`config.mk`:
```
export PLATFORM = sky130hd
export DESIGN_NAME = pipe_stage
export DESIGN_NICKNAME = d
export VERILOG_FILES = /design/src/rtl/pipe_stage_pkg.sv /design/src/rtl/pipe_stage.sv
export SDC_FILE = /design/constraint.sdc
export NUM_CORES = 1
export LEC_CHECK = 0
export CAP_MARGIN = 20
export CORE_MARGIN = 4
export CORE_UTILIZATION = 54
export DETAILED_ROUTE_END_ITERATION = 8
export GPL_ROUTABILITY_DRIVEN = 0
export PLACE_DENSITY = 0.93
export SLEW_MARGIN = 0
export SYNTH_ARGS = -nofsm -noshare
export SYNTH_HDL_FRONTEND = slang
export SYNTH_SLANG_ARGS = --single-unit
```
`constraint.sdc`:
```
create_clock -name clk -period 3.26 [get_ports clk]
set_input_delay 0.489 -clock clk [delete_from_list [all_inputs] [get_ports clk]]
set_output_delay 0.489 -clock clk [all_outputs]
set_load 0.01 [all_outputs]
```
`src/rtl/pipe_stage_pkg.sv`:
```
// Shared definitions for the pipe_stage boundary register: FSM state encoding
// for the main/skid entry pair.
package pipe_stage_pkg;

   // Encoding equals the number of held words, so occupancy is the state itself.
   typedef enum logic [1:0] {
      ST_EMPTY = 2'd0,
      ST_BUSY  = 2'd1,
      ST_FULL  = 2'd2
   } state_t;

endpackage

```
`src/rtl/pipe_stage.sv`:
```
// Pipeline boundary register with valid/ready handshake, synchronous flush and
// an optional skid entry that keeps in_ready registered at full throughput.
module pipe_stage
   import pipe_stage_pkg::*;
#(
   parameter int unsigned      WIDTH     = 32,
   parameter bit               SKID      = 1'b1,
   parameter logic [WIDTH-1:0] RESET_VAL = '0
) (
   input  logic             clk,
   input  logic             reset_n,
   input  logic             flush,
   input  logic             in_valid,
   output logic             in_ready,
   input  logic [WIDTH-1:0] in_data,
   output logic             out_valid,
   input  logic             out_ready,
   output logic [WIDTH-1:0] out_data,
   output logic [1:0]       occupancy
);

   logic r_rdy_en;
   logic w_in_xfer;
   logic w_out_xfer;

   always_ff @(posedge clk or negedge reset_n) begin
      if (!reset_n) r_rdy_en <= 1'b0;
      else          r_rdy_en <= 1'b1;
   end

   assign w_in_xfer  = in_valid & in_ready;
   assign w_out_xfer = out_valid & out_ready;

   generate
      if (SKID == 1'b0) begin : g_single
         logic             r_valid;
         logic [WIDTH-1:0] r_main;

         always_ff @(posedge clk or negedge reset_n) begin
            if (!reset_n) begin
               r_valid <= 1'b0;
               r_main  <= RESET_VAL;
            end else if (flush) begin
               r_valid <= 1'b0;
               r_main  <= RESET_VAL;
            end else if (w_in_xfer) begin
               r_valid <= 1'b1;
               r_main  <= in_data;
            end else if (w_out_xfer) begin
               r_valid <= 1'b0;
            end
         end

         assign in_ready  = r_rdy_en & (~r_valid | out_ready);
         assign out_valid = r_valid;
         assign out_data  = r_main;
         assign occupancy = {1'b0, r_valid};
      end else begin : g_skid
         state_t           r_state;
         logic             r_valid;
         logic             r_in_ready;
         logic [WIDTH-1:0] r_main;
         logic [WIDTH-1:0] r_skid;

         always_ff @(posedge clk or negedge reset_n) begin
            if (!reset_n) begin
               r_state    <= ST_EMPTY;
               r_valid    <= 1'b0;
               r_in_ready <= 1'b0;
               r_main     <= RESET_VAL;
               r_skid     <= RESET_VAL;
            end else if (flush) begin
               r_state    <= ST_EMPTY;
               r_valid    <= 1'b0;
               r_in_ready <= 1'b1;
               r_main     <= RESET_VAL;
               r_skid     <= RESET_VAL;
            end else begin
               // in_ready is the registered image of "next state is not FULL".
               r_in_ready <= 1'b1;
               case (r_state)
                  ST_EMPTY: begin
                     if (w_in_xfer) begin
                        r_main  <= in_data;
                        r_valid <= 1'b1;
                        r_state <= ST_BUSY;
                     end
                  end
                  ST_BUSY: begin
                     if (w_in_xfer && w_out_xfer) begin
                        r_main <= in_data;
                     end else if (w_in_xfer) begin
                        r_skid     <= in_data;
                        r_state    <= ST_FULL;
                        r_in_ready <= 1'b0;
                     end else if (w_out_xfer) begin
                        r_valid <= 1'b0;
                        r_state <= ST_EMPTY;
                     end
                  end
                  ST_FULL: begin
                     if (w_out_xfer) begin
                        r_main  <= r_skid;
                        r_state <= ST_BUSY;
                     end else begin
                        r_in_ready <= 1'b0;
                     end
                  end
                  default: begin
                     r_state <= ST_EMPTY;
                     r_valid <= 1'b0;
                  end
               endcase
            end
         end

         assign in_ready  = r_rdy_en & r_in_ready;
         assign out_valid = r_valid;
         assign out_data  = r_main;
         assign occupancy = r_state;
      end
   endgenerate

endmodule
```
After elaboration in Yosys (flattened, before gate mapping)
Index checks and enable logic that the tools add are counted.

Register bits: 69. Bits of input ports: 37. Output and inout port bits: 36. Word-level logic and storage cells: 55.

Eq/ne operators: 11. Muxes and demuxes: 26. Bitwise gates (word level): 3. Reductions and logical operators: 9.

Operator list (count): 32-bit two-way mux (7); 32-bit one-hot mux with 3 select lines (1); 3-bit != test, second input constant (6); 2-bit two-way mux (6); 1-bit two-way mux (9); 4-bit AND reduction (2); 2-bit one-hot mux with 3 select lines (1); 5-bit AND reduction (1); 2-bit != test, second input constant (2); 4-bit != test, second input constant (1); 2-bit nonzero test (2); 4-bit nonzero test (1); 1-bit AND (3); 1-bit one-hot mux with 3 select lines (1); 3-bit AND reduction (1); 2-bit by 1-bit equality test with 1-bit output, second input constant (1); 2-bit equality test, second input constant (1); 2-bit logical NOT (1); 1-bit one-hot mux with 2 select lines (1); 1-bit logical AND (1).

Depth between registers and ports, before layout
Depth in word-level cells: 6. Mapped depth: 8.

Worst setup path after synthesis
OpenSTA, ideal clock, no wires.

Kind: flip-flop to flip-flop. Start point: register g_skid.r_state[0] (netlist: occupancy[0]). End point: register g_skid.r_main[0] (netlist: out_data[0]). Arrival: 1770 ps. Required time: 3135 ps. Setup slack: 1365 ps. Cell stages (with the launch flop): 9. Path buffers: 2. Cell sequence: dfrtp_1 > inv_1 > ha_1 > buf_4 > nor2_4 > a2bb2oi_1 > o21ai_2 > buf_6 > mux2_2.

Cells in the longest elaborated chain, start to end: 3.

RTL lines: from (decl) (RTL line pipe_stage.sv:59) `state_t r_state;`; from (signal assigned) (RTL line pipe_stage.sv:67) `r_state <= ST_EMPTY;`; from (signal assigned) (RTL line pipe_stage.sv:73) `r_state <= ST_EMPTY;`; from (signal assigned) (RTL line pipe_stage.sv:86) `r_state <= ST_BUSY;`; 2-bit by 1-bit equality test with 1-bit output (tied with other cells) (RTL line pipe_stage.sv:81) `case (r_state)`; 3-bit != test (no source line) (tied with other cells); 4-bit AND reduction (no source line) / 32-bit two-way mux (equally long branches); to (signal assigned) (RTL line pipe_stage.sv:84) `r_main <= in_data;`; to (signal assigned) (RTL line pipe_stage.sv:91) `r_main <= in_data;`; to (signal assigned) (RTL line pipe_stage.sv:103) `r_main <= r_skid;`; to (decl) (RTL line pipe_stage.sv:62) `logic [WIDTH-1:0] r_main;`.

Several ways; a longest one is shown, not always the timed one. A chain may end at the register's enable or synchronous reset.

Worst setup path in the final report
Start point: register g_skid.r_state[1] (netlist: occupancy[1]). End point: register g_skid.r_main[16] (netlist: out_data[16]).

Same word-level chain as after synthesis.

==> out/results.ini <==
[floorplanning]
fp.dieW_um = 85.8
start_util_pct = 55.5
die_y_um = 85.8
fp-row-count = 28
io_pins = 73
coreArea_mm2 = 0.00589
fp.dieArea_mm2 = 0.00735

[synthesis]
syn_nets = 324
synth.distinct_cells = 30
ys_ff_latch = 69
postSynthAreaPerCell_um2 = 11.5
synth_area_mm2 = 0.00326
synth_seq_area_share_pct = 52.9
netlist_instances = 283
ys_warn_count = 0

[setup_path]
worst_r2r_startpoint = occupancy[1]
start_kind = flop
cp_data_arrival_time_ps = 2360
cp-end-kind = flop
cp_max_fo = 32
critPathRequiredTime_ps = 3490
max_stage_delay_ps = 420
setup.worst_path.start = occupancy[1]
worstSetupPathType = flop to flop
slowest_stage = dfrtp_1
crit_chain = inv_1, ha_1, nor2_4, a2bb2oi_1, o21ai_4, buf_4, mux2_2

[finish]
antenna_cells = 0
final_cell_mix = clkdlybuf4s50_1, dfrtp_1, nand2_1
drive_above_1_share_pct = 15.3
stdcell_count = 434
multiInputGateArea_mm2 = 0.00142
final_area_mm2 = 0.00421
fin_nets = 395
mostFrequentLayoutCell = clkdlybuf4s50_1
regArea_mm2 = 0.00173
fill_cells = 431
area_delta_synth_final_pct = 29.0

[timing]
rsz0062_at_grt = no
worst_slack_ps = 1130
skew_ps = 4.03
finalHoldViolCount = 0
slew_viol_final = 0
setup_violations = 0
worst_pin_slew_ps = 723
hold_slack_ps = 150
final.period_utilization_pct = 65.4
finalSetupTns_ps = 0
period_minus_slack_ps = 2130
relSlewSlack_pct = 51.7
max_freq_mhz = 469

[placement]
numPortBuffers = 72
placed_area_mm2 = 0.00400
pre_cts_slack_ps = 887
hpwl_mm = 4.86
dp.cells = 418

[pwr]
powerDensity_mw_per_mm2 = 553
peakVddDrop_uv = 309
power_leakage_uw = 0.00181

[global_route]
grt_pass1_vias = 2548
grt_pass1_wl_mm = 12.4
track_usage_pct = 21.6
globalRouteOverflowTotal = 0
grt_max_degree = 33
antenna_found_initial = 0

[clocking]
clk_pin_slew_ps = 70
postCtsSetupBuffers = 0
htreeDepth = 3
clkLatencyLatePin_ps = 340
clock-root-buffer = clkbuf_8
cts.path.max_buffers = 2
cts_sinks = 69
tritoncts = built
cts-buffers-inserted = 9
postCtsHoldBufs = 0
cts_resized = 0

[run]
cap_viol_max_count = 0

[routing]
drt-pass1-iter-count = 5
finalWirelength_mm = 7.30
ant_nets = 0
vias = 2408
avgViaCountPerCell = 5.55
post_drt_wl_per_cell_um = 16.8
drt_iter0_markers = 203
drc = 0

[outcome]
status = finished, final reports clean

[worst_hold_path]
hold_path_class = input pin to asynchronous set/reset pin

-- sequential cells by signal, indices dropped and copies added (netlist names) --
signal and count:
out_data 32, r_rdy_en 1, g_skid.r_skid 32, out_valid 1, occupancy 2, g_skid.r_in_ready 1
-- layer usage --
metal  track usage, %  vias up  wire [µm]  share of wire [%]
li1                 -     1122          -                  -
met1             28.7     1209       3220                 44
met2             34.9       66       3600                 49
met3             4.13       11        367                5.0
met4             8.78        0        116                1.6
met5                0        -          0                  0
-- synth_stat cells (all sizes together) --
library cell   n  area, µm²
mux2i         33        330
a22o          16        140
dfrtp         69       1730
a211oi         1       7.51
a31oi          2       12.5
clkbuf         6       22.5
nand3          1       10.0
nor2          36        150
nor3b          1       18.8
nand4          1       6.26
or4b           1       10.0
and3           1       6.26
conb           1       3.75
mux2          33        372
and2           2       12.5
a2bb2oi        1       8.76
nor3           1       5.00
buf           12        101
inv            2       7.51
a21oi         18       90.1
o21ai          2       13.8
nand2         37        139
ha             4       50.1
or3b           1       8.76
a21boi         1       11.3
-- layout make-up --
| class | count | area share (%) |
|---|---|---|
| clock buffers | 13 | 4.01 |
| clock inverters | 3 | 1.01 |
| inverters | 2 | 0.178 |
| multi-input cells | 194 | 33.6 |
| flip-flops and latches | 69 | 41.0 |
| well taps | 75 | 2.23 |
| repair buffers | 78 | 17.9 |
-- critical path: cells and delay by family (launching register included) --
family	cells	cell delay (ps)
DFF	1	420
buffers and inverters	2	490
muxes	1	390
AOI/OAI and AO/OA	2	300
adders and majority gates	1	320
and+or+nand+nor	1	70
-- path summary, 6_finish.rpt --
kind	to	slack, ps	cells after the start
worst max-delay path	out_data[16]	1130	7
worst min-delay path	g_skid.r_skid[22]	150	1
worst max register to register	out_data[16]	1130	7
worst min register to register	out_data[22]	500	1
max in group asynchronous	g_skid.r_skid[28]	2370	2
min in group clk	out_data[22]	500	1
-- report_power, final --
part,internal (µW),switching [µW],leakage [µW]
Combinational,310,271,0.000783
Clock,415,316,0.000106
Sequential,952,66.2,0.000918
-- through the flow --
stage	util (%)	power, µW
2_1_floorplan	-	1350
3_3_place_gp	68.0	1590
3_5_place_dp	68.0	1610
4_1_cts	71.6	2340
5_1_grt	71.6	2450
6_report	71.6	2330
-- logic make-up after synthesis --
group                      after synthesis  synth area share (%)
buffers and inverters                   20                  4.02
and+or+nand+nor                         82                  11.2
AOI/OAI and AO/OA                       41                  8.70
muxes                                   66                  21.5
other                                    1                 0.115
adders and majority gates                4                  1.53
DFF                                     69                  52.9
Power figures use the tool's default switching activity.
